[src/rtl/pic_bus_master_if.sv]
// Bus bundle between the cycle generator and its command source / the PIC
// register port. The master modport is the cycle generator's view.
interface pic_bus_master_if;
    // Command side
    logic       req_valid;
    logic       req_ready;
    logic       req_write;
    logic       req_a0;
    logic [7:0] req_wdata;
    logic       rsp_valid;
    logic [7:0] rsp_rdata;
    logic       busy;
    // PIC register bus side
    logic       cs_n;
    logic       rd_n;
    logic       wr_n;
    logic       a0;
    logic [7:0] d_out;
    logic       d_oe;
    logic [7:0] d_in;

    modport master (
        input  req_valid, req_write, req_a0, req_wdata, d_in,
        output req_ready, rsp_valid, rsp_rdata, busy,
               cs_n, rd_n, wr_n, a0, d_out, d_oe
    );

    modport slave (
        output req_valid, req_write, req_a0, req_wdata, d_in,
        input  req_ready, rsp_valid, rsp_rdata, busy,
               cs_n, rd_n, wr_n, a0, d_out, d_oe
    );
endinterface

[src/rtl/pic_bus_master.sv]
// Host-side 8086-style bus cycle generator for the PIC register port.
// One request per cycle: SETUP -> STROBE -> HOLD -> RECOVER, each phase
// lasting a parameterised number of clocks. All bus outputs are registered
// from the next-state decode so they change cleanly on clock edges.
module pic_bus_master #(
    parameter int SETUP_CYC   = 1,
    parameter int STROBE_CYC  = 2,
    parameter int HOLD_CYC    = 1,
    parameter int RECOVER_CYC = 1
) (
    input  logic             clk,
    input  logic             rst_n,
    pic_bus_master_if.master bus
);
    typedef enum logic [2:0] {
        IDLE    = 3'd0,
        SETUP   = 3'd1,
        STROBE  = 3'd2,
        HOLD    = 3'd3,
        RECOVER = 3'd4
    } state_t;

    // Counter reload values: each phase lasts PARAM cycles, counting down to 0.
    localparam logic [3:0] SETUP_LD   = 4'(SETUP_CYC - 1);
    localparam logic [3:0] STROBE_LD  = 4'(STROBE_CYC - 1);
    localparam logic [3:0] HOLD_LD    = 4'(HOLD_CYC - 1);
    localparam logic [3:0] RECOVER_LD = 4'(RECOVER_CYC - 1);

    state_t     state_q, state_d;
    logic [3:0] cnt_q, cnt_d;
    logic       write_q, write_d;
    logic       a0_q, a0_d;
    logic [7:0] wdata_q, wdata_d;
    logic [7:0] rdata_q, rdata_d;
    logic       rsp_q, rsp_d;
    logic       cs_n_q, cs_n_d;
    logic       rd_n_q, rd_n_d;
    logic       wr_n_q, wr_n_d;
    logic       d_oe_q, d_oe_d;
    logic       cyc_active;

    // Next-state, counter and captured-data decode; bus outputs follow state_d.
    always_comb begin
        state_d = state_q;
        cnt_d   = cnt_q;
        write_d = write_q;
        a0_d    = a0_q;
        wdata_d = wdata_q;
        rdata_d = rdata_q;
        rsp_d   = 1'b0;

        case (state_q)
            IDLE: begin
                if (bus.req_valid) begin
                    state_d = SETUP;
                    cnt_d   = SETUP_LD;
                    write_d = bus.req_write;
                    a0_d    = bus.req_a0;
                    wdata_d = bus.req_wdata;
                end
            end
            SETUP: begin
                if (cnt_q == 4'd0) begin
                    state_d = STROBE;
                    cnt_d   = STROBE_LD;
                end else begin
                    cnt_d = cnt_q - 4'd1;
                end
            end
            STROBE: begin
                if (cnt_q == 4'd0) begin
                    // Sample the bus on the strobe's final edge, while rd_n is still low.
                    if (!write_q) begin
                        rdata_d = bus.d_in;
                    end
                    state_d = HOLD;
                    cnt_d   = HOLD_LD;
                end else begin
                    cnt_d = cnt_q - 4'd1;
                end
            end
            HOLD: begin
                if (cnt_q == 4'd0) begin
                    state_d = RECOVER;
                    cnt_d   = RECOVER_LD;
                    rsp_d   = 1'b1;
                end else begin
                    cnt_d = cnt_q - 4'd1;
                end
            end
            RECOVER: begin
                if (cnt_q == 4'd0) begin
                    state_d = IDLE;
                end else begin
                    cnt_d = cnt_q - 4'd1;
                end
            end
            default: begin
                state_d = IDLE;
            end
        endcase

        cyc_active = (state_d == SETUP) || (state_d == STROBE) || (state_d == HOLD);
        cs_n_d     = !cyc_active;
        rd_n_d     = !((state_d == STROBE) && !write_d);
        wr_n_d     = !((state_d == STROBE) && write_d);
        d_oe_d     = cyc_active && write_d;
    end

    // State, request capture and registered bus outputs; reset drops the bus at once.
    always_ff @(posedge clk or negedge rst_n) begin
        if (!rst_n) begin
            state_q <= IDLE;
            cnt_q   <= 4'd0;
            write_q <= 1'b0;
            a0_q    <= 1'b0;
            wdata_q <= 8'h00;
            rdata_q <= 8'h00;
            rsp_q   <= 1'b0;
            cs_n_q  <= 1'b1;
            rd_n_q  <= 1'b1;
            wr_n_q  <= 1'b1;
            d_oe_q  <= 1'b0;
        end else begin
            state_q <= state_d;
            cnt_q   <= cnt_d;
            write_q <= write_d;
            a0_q    <= a0_d;
            wdata_q <= wdata_d;
            rdata_q <= rdata_d;
            rsp_q   <= rsp_d;
            cs_n_q  <= cs_n_d;
            rd_n_q  <= rd_n_d;
            wr_n_q  <= wr_n_d;
            d_oe_q  <= d_oe_d;
        end
    end

    // a0 and d_out only change at acceptance, so they are stable for the whole cycle.
    assign bus.cs_n      = cs_n_q;
    assign bus.rd_n      = rd_n_q;
    assign bus.wr_n      = wr_n_q;
    assign bus.a0        = a0_q;
    assign bus.d_out     = wdata_q;
    assign bus.d_oe      = d_oe_q;
    assign bus.rsp_valid = rsp_q;
    assign bus.rsp_rdata = rdata_q;
    assign bus.busy      = (state_q != IDLE);
    assign bus.req_ready = (state_q == IDLE);
endmodule
[src/flat_wrapper.sv]
// flat-port wrapper written by rule: the top's interface ports become plain ports
module pic_bus_master_flat 
#(
    parameter int SETUP_CYC   = 1,
    parameter int STROBE_CYC  = 2,
    parameter int HOLD_CYC    = 1,
    parameter int RECOVER_CYC = 1
)
  (clk, rst_n, bus_req_valid, bus_req_write, bus_req_a0, bus_req_wdata, bus_d_in, bus_req_ready, bus_rsp_valid, bus_rsp_rdata, bus_busy, bus_cs_n, bus_rd_n, bus_wr_n, bus_a0, bus_d_out, bus_d_oe);
  pic_bus_master_if bus_i ();
  input  logic clk;
  input  logic rst_n;
  input wire logic [$bits(bus_i.req_valid)-1:0] bus_req_valid;
  input wire logic [$bits(bus_i.req_write)-1:0] bus_req_write;
  input wire logic [$bits(bus_i.req_a0)-1:0] bus_req_a0;
  input wire logic [$bits(bus_i.req_wdata)-1:0] bus_req_wdata;
  input wire logic [$bits(bus_i.d_in)-1:0] bus_d_in;
  output wire logic [$bits(bus_i.req_ready)-1:0] bus_req_ready;
  output wire logic [$bits(bus_i.rsp_valid)-1:0] bus_rsp_valid;
  output wire logic [$bits(bus_i.rsp_rdata)-1:0] bus_rsp_rdata;
  output wire logic [$bits(bus_i.busy)-1:0] bus_busy;
  output wire logic [$bits(bus_i.cs_n)-1:0] bus_cs_n;
  output wire logic [$bits(bus_i.rd_n)-1:0] bus_rd_n;
  output wire logic [$bits(bus_i.wr_n)-1:0] bus_wr_n;
  output wire logic [$bits(bus_i.a0)-1:0] bus_a0;
  output wire logic [$bits(bus_i.d_out)-1:0] bus_d_out;
  output wire logic [$bits(bus_i.d_oe)-1:0] bus_d_oe;
  assign bus_i.req_valid = bus_req_valid;
  assign bus_i.req_write = bus_req_write;
  assign bus_i.req_a0 = bus_req_a0;
  assign bus_i.req_wdata = bus_req_wdata;
  assign bus_i.d_in = bus_d_in;
  assign bus_req_ready = bus_i.req_ready;
  assign bus_rsp_valid = bus_i.rsp_valid;
  assign bus_rsp_rdata = bus_i.rsp_rdata;
  assign bus_busy = bus_i.busy;
  assign bus_cs_n = bus_i.cs_n;
  assign bus_rd_n = bus_i.rd_n;
  assign bus_wr_n = bus_i.wr_n;
  assign bus_a0 = bus_i.a0;
  assign bus_d_out = bus_i.d_out;
  assign bus_d_oe = bus_i.d_oe;
  pic_bus_master #(.SETUP_CYC(SETUP_CYC), .STROBE_CYC(STROBE_CYC), .HOLD_CYC(HOLD_CYC), .RECOVER_CYC(RECOVER_CYC)) u_core (.clk(clk), .rst_n(rst_n), .bus(bus_i));
endmodule
[config.mk]
export PLATFORM = sky130hd
export DESIGN_NAME = pic_bus_master_flat
export DESIGN_NICKNAME = d
export VERILOG_FILES = /design/src/rtl/pic_bus_master_if.sv /design/src/rtl/pic_bus_master.sv /design/src/flat_wrapper.sv
export SDC_FILE = /design/constraint.sdc
export NUM_CORES = 1
export LEC_CHECK = 0
export CORE_MARGIN = 5
export CORE_UTILIZATION = 47
export CTS_BUF_LIST = sky130_fd_sc_hd__clkbuf_4
export DETAILED_ROUTE_END_ITERATION = 8
export PLACE_DENSITY = 0.79
export SLEW_MARGIN = 25
export SYNTH_ARGS = -nofsm -noshare
export SYNTH_HDL_FRONTEND = slang
export SYNTH_SLANG_ARGS = --single-unit
export TNS_END_PERCENT = 100
[constraint.sdc]
create_clock -name clk -period 2 [get_ports clk]
set_input_delay 0.2 -clock clk [delete_from_list [all_inputs] [get_ports clk]]
set_output_delay 0.2 -clock clk [all_outputs]
set_load 0.02 [all_outputs]
==> flow_metrics.py <==
metrics = {
    "status": {
        "outcome": "finished clean",
    },
    "setup_path": {
        "path_class": "reg2out",
        "timing.critical_path.required_ps": 1800,
        "path_delay_family": "buffers and inverters",
        "critical_path.slowest_cell": "clkdlybuf4s50_1",
        "cp_max_fo": 5,
        "critPathArrivalTime_ps": 1740,
        "critical_path.max_stage_delay_ps": 670,
        "critical_path_buf_inv_count": 1,
        "path_cells": "nor3_4 -> clkdlybuf4s50_1",
        "timing.critical_path.from_type": "flop",
        "endpoint_kind": "primary output",
    },
    "yosys": {
        "synthDistinctLibCells": 42,
        "synthCells": 114,
        "synth_seq_area_share": 0.5408,
        "yosys_reg_bits": 30,
        "synthesis.area_sq_um": 1395,
        "synth_warnings": 0,
        "syn-num-nets": 136,
        "synth.avg_cell_area_sq_um": 12.24,
    },
    "final_layout": {
        "drive_above_1_share": 0.2530,
        "final_standard_cell_utilization_of_the_core": 0.6869,
        "finalNetCount": 187,
        "final_design_area_no_fill_sq_um": 1927,
        "diodes": 0,
        "synthToLayoutAreaGrowth_pct": 38.12,
        "layout.filler_cells": 220,
    },
    "routing": {
        "drt_drc_violations_left": 0,
        "detailedRoute.firstIterationViolations": 51,
        "ant_nets": 0,
        "wl_per_cell_um": 15.53,
        "totalWireLength_um": 3059,
        "vias_per_cell": 5.416,
        "dr_total_vias": 1067,
        "firstDrtPassIters": 4,
    },
    "global_route": {
        "grt_first_pass_wirelength_um": 5368,
        "initial_antenna_violation_count": 0,
        "grt_usage": 0.1678,
        "grt_start_max_net_pins": 31,
        "global_route.overflow_total": 0,
        "grt_pass1_vias": 1164,
    },
    "clock_network": {
        "cts_setup_buffers": 0,
        "tritoncts": "yes",
        "clkSlewWorstSetupHoldPaths_ps": 100,
        "post_cts.resized_instances": 0,
        "cts_htree_levels": 2,
        "cts_root_buffer": "clkbuf_4",
        "numCtsBuffers": 5,
        "cts_num_sinks": 30,
        "clkLatencyLatePin_ps": 330,
        "postCtsHoldBufs": 0,
        "max_buffers_root_to_sink": 2,
    },
    "power_and_ir_drop": {
        "clock_power_share": 0.108,
        "vdd_ir_drop_max_mv": 0.9512,
        "total_leakage_power_uw": 0.0008016,
        "sw_share": 0.3918,
        "seq_power_share": 0.336,
        "power.combinational.fraction": 0.556,
        "internal_dissipation_uw": 1942,
        "p_per_area_nw_per_um2": 1657,
        "switching_power_uw": 1251,
    },
    "floorplanning": {
        "design.core.area_sq_um": 2805,
        "io_pins": 45,
        "floorplan.initialDensity": 0.4973,
        "dieWidth_um": 64.48,
        "chip_height_um": 64.48,
        "design.die.area_sq_um": 4158,
        "core.rowCount": 19,
    },
    "timing": {
        "maxSlewViolCount": 0,
        "finalWorstPathRequiredPeriod_ps": 1936,
        "post-route-period-util": 0.9679,
        "whs_ps": 263.7,
        "setup-violations-final": 0,
        "worst_slack_ps": 64.23,
        "max-slew-margin-rel": 0.7505,
        "rsz0062_at_grt": "no",
        "hold_violations": 0,
        "maxClockFrequency_mhz": 516.6,
        "transition_at_the_pin_with_the_smallest_max_transition_slack_ps": 374.3,
        "fin_tns_setup_ps": 0,
        "skew_ps": 13.82,
    },
    "run": {
        "drv_cap": 0,
    },
    "min_path": {
        "hold_path_class": "in2async",
    },
    "placed_design": {
        "place_area_sq_um": 1873,
        "finalWeightedCongestion": 0.7790,
        "hpwlAfterDp_um": 2362,
        "port_buffers": 44,
        "place_worst_setup_slack_ps": 260.6,
    },
}
## power by group through the flow
stage               Sequential [uW]  Clock (uW)  Combinational, uW
finish                         1070         344               1780
global placement               1070           0               1740
global route                   1120         393               1930
floorplan                      1350           0                838
CTS                            1080         354               1790
detailed placement             1090           0               1790
## synthesized netlist by cell type (all sizes together)
master	number	area, sq um
nor4b	1	8.760
a41oi	2	17.52
mux2	18	202.7
nor2b	1	6.260
buf	5	42.53
nand4bb	1	11.26
xnor2	1	8.760
inv	6	22.52
ha	1	12.51
a31oi	1	6.260
o21ai	4	20.01
nor3b	2	20.02
nor2	7	28.78
o32ai	1	8.760
o221ai	1	8.760
o22a	1	8.760
nand2	8	40.04
xor2	1	8.760
nor3	4	31.28
or2	2	12.52
a21oi	3	15.01
a32o	1	10.01
dfstp	3	78.83
clkbuf	1	3.750
nand2b	2	20.02
mux2i	1	13.76
or3	3	18.77
dfrtp	27	675.7
nor4	1	6.260
nand3	2	10.01
o211ai	1	7.510
a211o	1	8.760
## through the flow
stage | total power [uW] | cells
floorplan | 2184 | 114
global placement | 2814 | 189
detailed placement | 2879 | 189
CTS | 3227 | 197
global route | 3443 | 197
finish | 3193 | 197
## final timing paths
| kind | from | end | slack, ps | cells after the start |
|---|---|---|---|---|
| worst max-delay path | u_core.state_q[1] | bus_req_ready | 60 | 2 |
| worst max register to register | u_core.cnt_q[1] | u_core.cnt_q[0] | 240 | 7 |
| max in group asynchronous | rst_n | u_core.bus.cs_n | 1420 | 2 |
| worst min register to register | u_core.bus.rsp_rdata[1] | u_core.bus.rsp_rdata[1] | 510 | 1 |
| worst min-delay path | rst_n | u_core.cnt_q[1] | 260 | 2 |
| min in group clk | bus_d_in[4] | u_core.bus.rsp_rdata[4] | 480 | 2 |
## state kept, by name (all words and copies together), names as in the netlist
| signal | cells |
|---|---|
| u_core.bus.rsp_rdata | 8 |
| u_core.cnt_q | 4 |
| u_core.bus.cs_n | 1 |
| u_core.bus.d_out | 8 |
| u_core.bus.rd_n | 1 |
| u_core.bus.rsp_valid | 1 |
| u_core.bus.a0 | 1 |
| u_core.bus.d_oe | 1 |
| u_core.write_q | 1 |
| u_core.bus.wr_n | 1 |
| u_core.state_q | 3 |
## per-layer routing
metal | GRT usage | wire length, um
met1 | 0.1906 | 1200
met2 | 0.2899 | 1592
met3 | 0.05354 | 208
met4 | 0.07388 | 57
met5 | 0 | 0
## cells in the final DEF (no fill, tap or decap), drive strengths merged
master,count
clkdlybuf4s50,44
dfrtp,27
mux2,18
nand2,8
nor2,7
inv,6
buf,6
clkbuf,5
o21ai,4
nor3,4
or3,3
a21oi,3
dfstp,3
nand3,2
a41oi,2
or2,2
nor3b,2
nand2b,2
clkinv,2
nand4bb,1
xor2,1
o32ai,1
mux2i,1
o22a,1
xnor2,1
nor2b,1
o211ai,1
a32o,1
a31oi,1
o221ai,1
nor4,1
nor4b,1
a211o,1
ha,1
clkinvlp,1
## area by class of cell
class	count	area, sq um	area share
clock inverter	3	16.27	0.008442
multi-input combinational	72	571.8	0.2968
sequential	30	754.5	0.3916
clock buffer	5	37.54	0.01948
tap	31	38.79	0.02013
timing repair buffer	50	485.5	0.2519
inverter	6	22.52	0.01169
## cell families (layout without fill, tap and decap cells)
kind of cell / count (synthesis) / in the layout / share of synthesized area
flip-flops: 30 / 30 / 0.5408
adder cells (fa/ha/maj): 1 / 1 / 0.008967
buffers and inverters: 12 / 64 / 0.04932
AO/OA/AOI/OAI: 16 / 16 / 0.07982
XOR/XNOR: 2 / 2 / 0.01256
AND/OR/NAND/NOR: 34 / 34 / 0.1534
multiplexers: 19 / 19 / 0.1552
## worst reg2reg max path: cells and delay by family (launching register included)
family | cells | cell delay [ps]
fa+ha+maj | 1 | 210
compound gates | 1 | 290
buf+inv | 2 | 230
flops | 1 | 400
simple gates | 3 | 580
No activity file was read; power rests on OpenSTA's default activity.
